<file path="src/rtl/lsu_pkg.sv">
// Shared types and constants for the RV32 load/store unit.
// Latency: n/a (declarations only).
// Backpressure: n/a.
package lsu_pkg;

  typedef enum logic [1:0] {
    IDLE = 2'd0,
    REQ  = 2'd1,
    WAIT = 2'd2,
    RESP = 2'd3
  } lsu_state_e;

  typedef enum logic [1:0] {
    ERR_NONE     = 2'b00,
    ERR_MISALIGN = 2'b01,
    ERR_TIMEOUT  = 2'b10,
    ERR_ILLEGAL  = 2'b11
  } lsu_err_e;

  localparam logic [2:0] F3_B  = 3'b000;
  localparam logic [2:0] F3_H  = 3'b001;
  localparam logic [2:0] F3_W  = 3'b010;
  localparam logic [2:0] F3_BU = 3'b100;
  localparam logic [2:0] F3_HU = 3'b101;

  // Legal funct3 encodings: stores take B/H/W only, loads add the unsigned variants.
  function automatic logic op_is_legal(input logic is_store, input logic [2:0] funct3);
    logic ok;
    ok = (funct3 == F3_B) || (funct3 == F3_H) || (funct3 == F3_W);
    if (!is_store) begin
      ok = ok || (funct3 == F3_BU) || (funct3 == F3_HU);
    end
    return ok;
  endfunction

endpackage

</file>
<file path="src/rtl/lsu_lane_align.sv">
// Byte-enable generation, store-data lane replication and load extract/extension.
// Latency: purely combinational.
// Backpressure: none; outputs follow inputs.
module lsu_lane_align
  import lsu_pkg::*;
(
  input  logic [2:0]  funct3,
  input  logic [1:0]  ea_lo,
  input  logic [31:0] wdata,
  input  logic [31:0] rdata,
  output logic [3:0]  be,
  output logic [31:0] wdata_rep,
  output logic [31:0] ld_data
);

  logic [7:0]  byte_sel;
  logic [15:0] half_sel;

  // Pick the addressed byte and halfword out of the read word.
  always_comb begin
    byte_sel = rdata[7:0];
    case (ea_lo)
      2'd0: byte_sel = rdata[7:0];
      2'd1: byte_sel = rdata[15:8];
      2'd2: byte_sel = rdata[23:16];
      2'd3: byte_sel = rdata[31:24];
      default: byte_sel = rdata[7:0];
    endcase
    half_sel = ea_lo[1] ? rdata[31:16] : rdata[15:0];
  end

  // Size decode: funct3[1:0] is the access size, funct3[2] selects zero-extension.
  always_comb begin
    be        = 4'b0000;
    wdata_rep = '0;
    ld_data   = '0;
    case (funct3[1:0])
      2'b00: begin
        be        = 4'b0001 << ea_lo;
        wdata_rep = {4{wdata[7:0]}};
        ld_data   = funct3[2] ? {24'd0, byte_sel} : {{24{byte_sel[7]}}, byte_sel};
      end
      2'b01: begin
        be        = 4'b0011 << ea_lo;
        wdata_rep = {2{wdata[15:0]}};
        ld_data   = funct3[2] ? {16'd0, half_sel} : {{16{half_sel[15]}}, half_sel};
      end
      default: begin
        be        = 4'b1111;
        wdata_rep = wdata;
        ld_data   = rdata;
      end
    endcase
  end

endmodule

</file>
<file path="src/rtl/load_store_unit.sv">
// RV32 load/store unit: EA + alignment check, req/gnt/rvalid memory port, extended load data.
// Latency: store 2 cycles, load 3 cycles (gnt first REQ cycle, rvalid next), errors 1 cycle.
// Backpressure: one op in flight; req_ready only in IDLE, memory stalls held by mem_gnt/mem_rvalid.
module load_store_unit
  import lsu_pkg::*;
#(
  parameter int ADDR_W      = 32,
  parameter int TIMEOUT_CYC = 16
) (
  input  logic              clk,
  input  logic              rst,
  input  logic              req_valid,
  output logic              req_ready,
  input  logic [3:0]        req_op,
  input  logic [ADDR_W-1:0] req_base,
  input  logic [11:0]       req_offset,
  input  logic [31:0]       req_wdata,
  output logic              rsp_valid,
  output logic [31:0]       rsp_rdata,
  output logic [1:0]        rsp_err,
  output logic              mem_req,
  output logic              mem_we,
  output logic [ADDR_W-1:0] mem_addr,
  output logic [3:0]        mem_be,
  output logic [31:0]       mem_wdata,
  input  logic              mem_gnt,
  input  logic              mem_rvalid,
  input  logic [31:0]       mem_rdata
);

  // Counter wide enough to hold TIMEOUT_CYC-1 even when TIMEOUT_CYC is 0 or 1.
  localparam int CNT_W = $clog2(TIMEOUT_CYC + 2);
  localparam logic [CNT_W-1:0] TO_LAST = CNT_W'((TIMEOUT_CYC > 0) ? (TIMEOUT_CYC - 1) : 0);

  lsu_state_e        state;
  logic              op_store_q;
  logic [2:0]        op_f3_q;
  logic [1:0]        ea_lo_q;
  logic [CNT_W-1:0]  cnt;

  logic [ADDR_W-1:0] ea;
  logic              legal;
  logic              misalign;
  logic              expire;
  logic [2:0]        al_f3;
  logic [1:0]        al_ea;
  logic [3:0]        al_be;
  logic [31:0]       al_wdata;
  logic [31:0]       al_ld;

  // Effective address wraps modulo 2^ADDR_W; wrap is not an error.
  assign ea = req_base + {{(ADDR_W-12){req_offset[11]}}, req_offset};

  // Legality and alignment of the op currently presented on the request port.
  always_comb begin
    legal    = op_is_legal(req_op[3], req_op[2:0]);
    misalign = 1'b0;
    if (req_op[1:0] == 2'b01) misalign = ea[0];
    if (req_op[1:0] == 2'b10) misalign = (ea[1:0] != 2'b00);
  end

  // Expiry fires in the TIMEOUT_CYC-th cycle spent in REQ+WAIT (count starts at 0 on entry).
  assign expire = (TIMEOUT_CYC != 0) && (cnt == TO_LAST);

  // In IDLE the aligner sees the incoming op; afterwards it sees the latched op for load extract.
  assign al_f3 = (state == IDLE) ? req_op[2:0] : op_f3_q;
  assign al_ea = (state == IDLE) ? ea[1:0]     : ea_lo_q;

  lsu_lane_align u_align (
    .funct3    (al_f3),
    .ea_lo     (al_ea),
    .wdata     (req_wdata),
    .rdata     (mem_rdata),
    .be        (al_be),
    .wdata_rep (al_wdata),
    .ld_data   (al_ld)
  );

  // Ready is forced low during reset so the core never sees a stale accept.
  assign req_ready = (state == IDLE) && !rst;

  // Main FSM with registered memory-port and response outputs.
  always_ff @(posedge clk or posedge rst) begin
    if (rst) begin
      state      <= IDLE;
      op_store_q <= 1'b0;
      op_f3_q    <= 3'b000;
      ea_lo_q    <= 2'b00;
      cnt        <= '0;
      rsp_valid  <= 1'b0;
      rsp_rdata  <= '0;
      rsp_err    <= ERR_NONE;
      mem_req    <= 1'b0;
      mem_we     <= 1'b0;
      mem_addr   <= '0;
      mem_be     <= 4'b0000;
      mem_wdata  <= '0;
    end else begin
      case (state)
        IDLE: begin
          if (req_valid) begin
            op_store_q <= req_op[3];
            op_f3_q    <= req_op[2:0];
            ea_lo_q    <= ea[1:0];
            if (!legal) begin
              state     <= RESP;
              rsp_valid <= 1'b1;
              rsp_rdata <= '0;
              rsp_err   <= ERR_ILLEGAL;
            end else if (misalign) begin
              state     <= RESP;
              rsp_valid <= 1'b1;
              rsp_rdata <= '0;
              rsp_err   <= ERR_MISALIGN;
            end else begin
              state     <= REQ;
              cnt       <= '0;
              mem_req   <= 1'b1;
              mem_we    <= req_op[3];
              mem_addr  <= {ea[ADDR_W-1:2], 2'b00};
              mem_be    <= al_be;
              mem_wdata <= req_op[3] ? al_wdata : 32'd0;
            end
          end
        end
        REQ: begin
          cnt <= cnt + 1'b1;
          if (mem_gnt) begin
            mem_req <= 1'b0;
            if (op_store_q) begin
              state     <= RESP;
              rsp_valid <= 1'b1;
              rsp_rdata <= '0;
              rsp_err   <= ERR_NONE;
            end else begin
              state <= WAIT;
            end
          end else if (expire) begin
            mem_req   <= 1'b0;
            state     <= RESP;
            rsp_valid <= 1'b1;
            rsp_rdata <= '0;
            rsp_err   <= ERR_TIMEOUT;
          end
        end
        WAIT: begin
          cnt <= cnt + 1'b1;
          if (mem_rvalid) begin
            state     <= RESP;
            rsp_valid <= 1'b1;
            rsp_rdata <= al_ld;
            rsp_err   <= ERR_NONE;
          end else if (expire) begin
            state     <= RESP;
            rsp_valid <= 1'b1;
            rsp_rdata <= '0;
            rsp_err   <= ERR_TIMEOUT;
          end
        end
        RESP: begin
          state     <= IDLE;
          rsp_valid <= 1'b0;
          rsp_rdata <= '0;
          rsp_err   <= ERR_NONE;
        end
        default: state <= IDLE;
      endcase
    end
  end

endmodule

</file>
<file path="config.mk">
export PLATFORM = sky130hd
export DESIGN_NAME = load_store_unit
export DESIGN_NICKNAME = d
export VERILOG_FILES = /design/src/rtl/lsu_pkg.sv /design/src/rtl/lsu_lane_align.sv /design/src/rtl/load_store_unit.sv
export SDC_FILE = /design/constraint.sdc
export NUM_CORES = 1
export LEC_CHECK = 0
export BUFFER_PORTS_ARGS = -buffer_cell sky130_fd_sc_hd__buf_2
export CAP_MARGIN = 40
export CORE_MARGIN = 5
export CORE_UTILIZATION = 40
export DETAILED_ROUTE_END_ITERATION = 10
export PLACE_DENSITY = 0.73
export SLEW_MARGIN = 40
export SYNTH_ARGS = -nofsm -noshare
export SYNTH_HDL_FRONTEND = slang
export SYNTH_SLANG_ARGS = --single-unit
</file>
<file path="constraint.sdc">
create_clock -name clk -period 3.3 [get_ports clk]
set_input_delay 0.33 -clock clk [delete_from_list [all_inputs] [get_ports clk]]
set_output_delay 0.33 -clock clk [all_outputs]
set_load 0.05 [all_outputs]
</file>
**Yosys cells after proc, flatten, opt, wreduce, memory -nomap -nowiden**

Cells that the tools add are included.

- Register bits: 116
- Bits of input ports: 117
- Logic and storage cells: 112
- Output and inout port bits: 106

- $add $sub $neg: 2
- Bitwise gates (word level): 1
- Shift-type cells: 2
- Equality and inequality tests: 20
- Muxes and demuxes: 55
- Reductions and logical operators: 19

Operators with widths:

| operator | count |
|---|---|
| $mux 32 | 10 |
| $pmux 32 s2 | 2 |
| $pmux 32 s4 | 1 |
| $add 32x32->32 | 1 |
| $pmux 8 s4 | 1 |
| $mux 2 | 14 |
| $mux 1 | 16 |
| $mux 16 | 1 |
| $pmux 2 s4 | 2 |
| $mux 5 | 3 |
| $eq 2x2->1 const B | 5 |
| $pmux 5 s2 | 1 |
| $ne 3x3->1 const B | 3 |
| $eq 2x1->1 const B | 4 |
| $pmux 4 s2 | 1 |
| $reduce_and 4->1 | 2 |
| $eq 3x3->1 const B | 2 |
| $logic_not 2->1 | 3 |
| $ne 2x2->1 const B | 3 |
| $reduce_bool 2->1 | 3 |
| $add 5x1->5 const B | 1 |
| $eq 5x4->1 const B | 1 |
| $reduce_and 5->1 | 1 |
| $logic_or 1x1->1 | 4 |
| other kinds (14) | 14 |

**Logic depth before layout (Yosys ltp)**

- Word-level depth: 9
- Depth in mapped cells: 13

**Hierarchy**

Synthesis repeated with hierarchy kept, for this count alone.

- Cells, all modules: 879
- Area total of the unflattened synthesis: 7873.8 µm²

By module, submodules not included:

| module | cells each | area each (µm²) | instances |
|---|---|---|---|
| load_store_unit | 668 | 6418.7 | 1 |
| lsu_lane_align | 211 | 1455.1 | 1 |

**Worst setup path before layout**

Ideal clock, no wire load.

- Kind: input port to flip-flop
- From: input req_base[0]
- To: register mem_addr[30]
- Stages: 12
- Required time: 3.174 ns
- Library setup time: 0.126 ns
- Slack: 0.721 ns
- Data arrival time: 2.453 ns
- Cell sequence: ha_1 -> inv_1 -> fa_1 -> nand2b_1 -> a211o_1 -> nand3_1 -> o2111ai_1 -> and2_1 -> buf_2 -> o21bai_1 -> nor2_1 -> o32a_1

- Cells in the longest elaborated chain, start to end: 5
- Elaborated cells between the ends (all ways): 6

Ends and longest elaborated chain:

| what | line | source |
|---|---|---|
| from (decl) | load_store_unit.sv:15 | `input logic [ADDR_W-1:0] req_base,` |
| $add 32x32->32 (*) | load_store_unit.sv:52 | `assign ea = req_base + {{(ADDR_W-12){req_offset[11]}}, req_offset};` |
| $mux 1 / $reduce_bool 2->1 (equally long branches) | load_store_unit.sv:58, load_store_unit.sv:59 |  |
| $mux 1 | load_store_unit.sv:59 | `if (req_op[1:0] == 2'b10) misalign = (ea[1:0] != 2'b00);` |
| $not 1->1 (no line) | n/a |  |
| $reduce_and 4->1 (no line) | n/a |  |
| to (signal assigned) | load_store_unit.sv:120 | `mem_addr <= {ea[ADDR_W-1:2], 2'b00};` |
| to (decl) | load_store_unit.sv:23 | `output logic [ADDR_W-1:0] mem_addr,` |

Mark *: on every way between the ends. The rest lies on a longest branch, timed or not.
A chain may end at the register's enable or synchronous reset.

**Final worst setup path**

- From: register state[0]
- To: register rsp_rdata[27]

- Cells in the longest elaborated chain, start to end: 8
- Elaborated cells between the ends (all ways): 23

Ends and longest elaborated chain:

| what | line | source |
|---|---|---|
| from (decl) | load_store_unit.sv:35 | `lsu_state_e state;` |
| from (signal assigned) | load_store_unit.sv:85 | `state <= IDLE;` |
| from (signal assigned) | load_store_unit.sv:106 | `state <= RESP;` |
| from (signal assigned) | load_store_unit.sv:111 | `state <= RESP;` |
| $logic_not 2->1 | load_store_unit.sv:66, load_store_unit.sv:67, load_store_unit.sv:99 |  |
| $mux 2 | load_store_unit.sv:67 | `assign al_ea = (state == IDLE) ? ea[1:0] : ea_lo_q;` |
| $eq 2x2->1 (tied with other cells) | lsu_lane_align.sv:22 | `case (ea_lo)` |
| $pmux 8 s4 | lsu_lane_align.sv:22 |  |
| $mux 32 | lsu_lane_align.sv:41 | `ld_data = funct3[2] ? {24'd0, byte_sel} : {{24{byte_sel[7]}}, byte_sel};` |
| $pmux 32 s2 | lsu_lane_align.sv:37 | `case (funct3[1:0])` |
| $mux 32 | load_store_unit.sv:148 | `if (mem_rvalid) begin` |
| $pmux 32 s4 | load_store_unit.sv:99 | `case (state)` |
| to (signal assigned) | load_store_unit.sv:151 | `rsp_rdata <= al_ld;` |
| to (decl) | load_store_unit.sv:19 | `output logic [31:0] rsp_rdata,` |

Parallel ways exist; a longest one is shown, timed or not.

==> out/metrics.cfg <==
[outcome]
status=finished clean

[detailed_routing]
vias=6797
via_per_inst=5.403
drt-initial-drc-count=374
postRouteWirelength_mm=21.78
drc_errors=0
routedWlPerCell_um=17.32
drt-pass1-iter-count=5
final_antenna_net_count=0

[place]
placed_area_mm2=0.008493
port_buffers=220
dp_slack_ns=0.3591
dp_hpwl_mm=16.27
place_congestion=0.8975

[floorplan]
die_width_um=143.4
coreArea_mm2=0.01736
io_pins=223
rows=48
initial_core_util=0.4104
die_h_um=143.4
die_area_mm2=0.02058

[setup_path]
cp_max_fo=16
path_class=reg -> reg
crit_start=state[0]
end_kind=flop
critPathRequiredTime_ns=3.62
start_kind=flop
cp.arrival_ns=3.16
r2r-start=state[0]

[cts]
cts.clk_slew.worst_paths_ns=0.06
cts_buffers=17
cts_max_path_buffers=2
insertion_delay_ns=0.42
root_buffer=clkbuf_16
cts_sinks=116
htreeDepth=4
tritoncts=yes
cts_setup_buffers=0

[synthesis]
synth_edf_count=0
netlist_top_cells_count=nand2_1 (120), dfrtp_1 (116), o21ai_0 (98), a21oi_1 (61), nor2_1 (54)
synthDominantCellAreaShare=0.4075
yosysWarnings=0
ys_ff_latch=116
synth_top_cell_by_area=dfrtp_1
synth_cell_types=69
syn-mean-instance-area_um2=8.893
async_reset_ff_frac=1.000
yosysSeqAreaShare=0.4075
netlist_top_cells_area=dfrtp_1 (41%), o21ai_0 (6.9%), ha_1 (6.7%)
syn_inst=801
ys.flop_type=dfrtp_1
synth.most_common_cell=nand2_1
netlist_area_mm2=0.007123

[grt]
met2_usage=0.3421
grtUsageTotal=0.2106
grt_pass1_vias=6768
grt_pass1_wl_mm=34.70
gr-usage-met3=0.05957
antenna_found_initial=3
busiest_layer=met2
global_route.usage.met1=0.2743
grt_max_degree=73
grt-ovfl-total=0

[run]
drv_cap=0

[sta]
finalSetupTns_ns=0
hold_viol_final=0
finalMaxSlewViolations=0
worst_pin_slew_ns=0.5380
setup_ws_ns=0.4624
finalSetupViolCount=0
maxSlewHeadroom=0.6392
finalCriticalPeriod_ns=2.838
rsz0062_at_grt=false
fin_crit_sh=0.8599
fmax_mhz=352.4
skew_ns=0.008999

[power]
cellPowerDensity_mw_per_mm2=1038
p_leak_nw=4.581
ir_drop_uv=483.7

[layout]
synthToLayoutAreaGrowth_pct=27.49
n_fill_cell=1612
drive_gt1_frac=0.2914
finalNetCount=1176
n_antenna_cell=0
ff_latch_area_mm2=0.002903
design_area_mm2=0.009081
multiInputGateArea_mm2=0.003966

[hold_path]
min_from=mem_rdata[18]
hp-class=in -> reg

## power by group
group | internal, mW | switching, mW | total (mW)
registers | 2.00 | 0.358 | 2.36
clock network | 1.13 | 0.690 | 1.82
logic | 1.49 | 3.76 | 5.25
total | 4.62 | 4.81 | 9.43
## layer usage
metal / wire length [µm] / vias to the layer above / part of all wire
met3: 1969 / 35 / 0.090
met1: 9193 / 3168 / 0.42
met2: 10220 / 278 / 0.47
met4: 366 / 6 / 0.017
met5: 33 / - / 0.0015
li1: - / 3310 / -
## layout by cell type, fill, tap and decap left out, types with 7 or more instances in the layout
| cell type | instances |
|---|---|
| inv_1 | 19 |
| o21ai_1 | 14 |
| ha_1 | 38 |
| a21o_1 | 13 |
| mux2_2 | 7 |
| o22ai_1 | 9 |
| nor2_1 | 54 |
| a21oi_1 | 61 |
| nand4_1 | 8 |
| o21a_1 | 13 |
| nand2_1 | 120 |
| o21ai_2 | 10 |
| o21ai_0 | 98 |
| nand2b_1 | 10 |
| nand3_1 | 10 |
| clkbuf_16 | 17 |
| xor2_1 | 14 |
| dfrtp_1 | 116 |
| buf_4 | 18 |
| xnor2_1 | 12 |
| a22o_1 | 10 |
| mux2i_1 | 36 |
| buf_2 | 220 |
## registers in the layout, indices dropped and copies added, names as in the netlist
signal	count
mem_we	1
rsp_err	2
op_f3_q	3
state	2
rsp_rdata	32
mem_addr	30
mem_wdata	32
op_store_q	1
rsp_valid	1
ea_lo_q	2
cnt	5
mem_be	4
mem_req	1
## critical path, stage by stage (launching register included)
cell,delay (ns)
dfrtp_1,0.40
inv_1,0.16
ha_1,0.35
inv_1,0.18
o32ai_1,0.46
a221oi_1,0.17
o31a_1,0.36
o21ai_1,0.16
nand3b_4,0.25
o21ai_0,0.26
## worst paths after layout
check | to | slack (ns) | cells past startpoint
min | rsp_rdata[18] | 0.18 | 3
max reg2reg | rsp_rdata[27] | 0.46 | 9
min in group asynchronous | mem_req | 0.50 | 3
max | rsp_rdata[27] | 0.46 | 9
max in group asynchronous | mem_wdata[8] | 2.03 | 4
min reg2reg | rsp_rdata[18] | 0.47 | 2
## cell type report
type                    count  area share
clock inverters            12     0.01447
well taps                 225     0.03100
repair buffers            240      0.1394
flip-flops and latches    116      0.3196
inverters                  22    0.009507
multi-input cells         623      0.4368
clock buffers              20     0.04919
## timing repair
| action | in CTS | in global routing |
|---|---|---|
| endpoints found under the hold margin | 18 | 0 |
| resized for setup | 0 | 0 |
| hold buffers | 1 | 0 |
## per-stage QoR
stage                     std cells  power [mW]  hold WS [ns]    util
after global placement         1225       7.554        0.3963  0.4893
after global routing           1258       10.02        0.1851  0.5232
after CTS                      1258       9.497        0.1610  0.5232
after floorplan                 802       6.277        0.4498       -
final                          1258       9.430        0.1803  0.5232
after detailed placement       1225       7.627        0.3964  0.4893
## cells by family (layout without fill, tap and decap cells)
family,Yosys count,count (layout),synth area share
simple gates,233,233,0.1460
mux,45,45,0.06447
flops,116,116,0.4075
compound gates,278,278,0.2410
fa+ha+maj,39,39,0.06956
other cells,1,2,0.0005265
buf+inv,63,294,0.03900
xor+xnor,26,26,0.03197
Power figures use the tool's default switching activity.
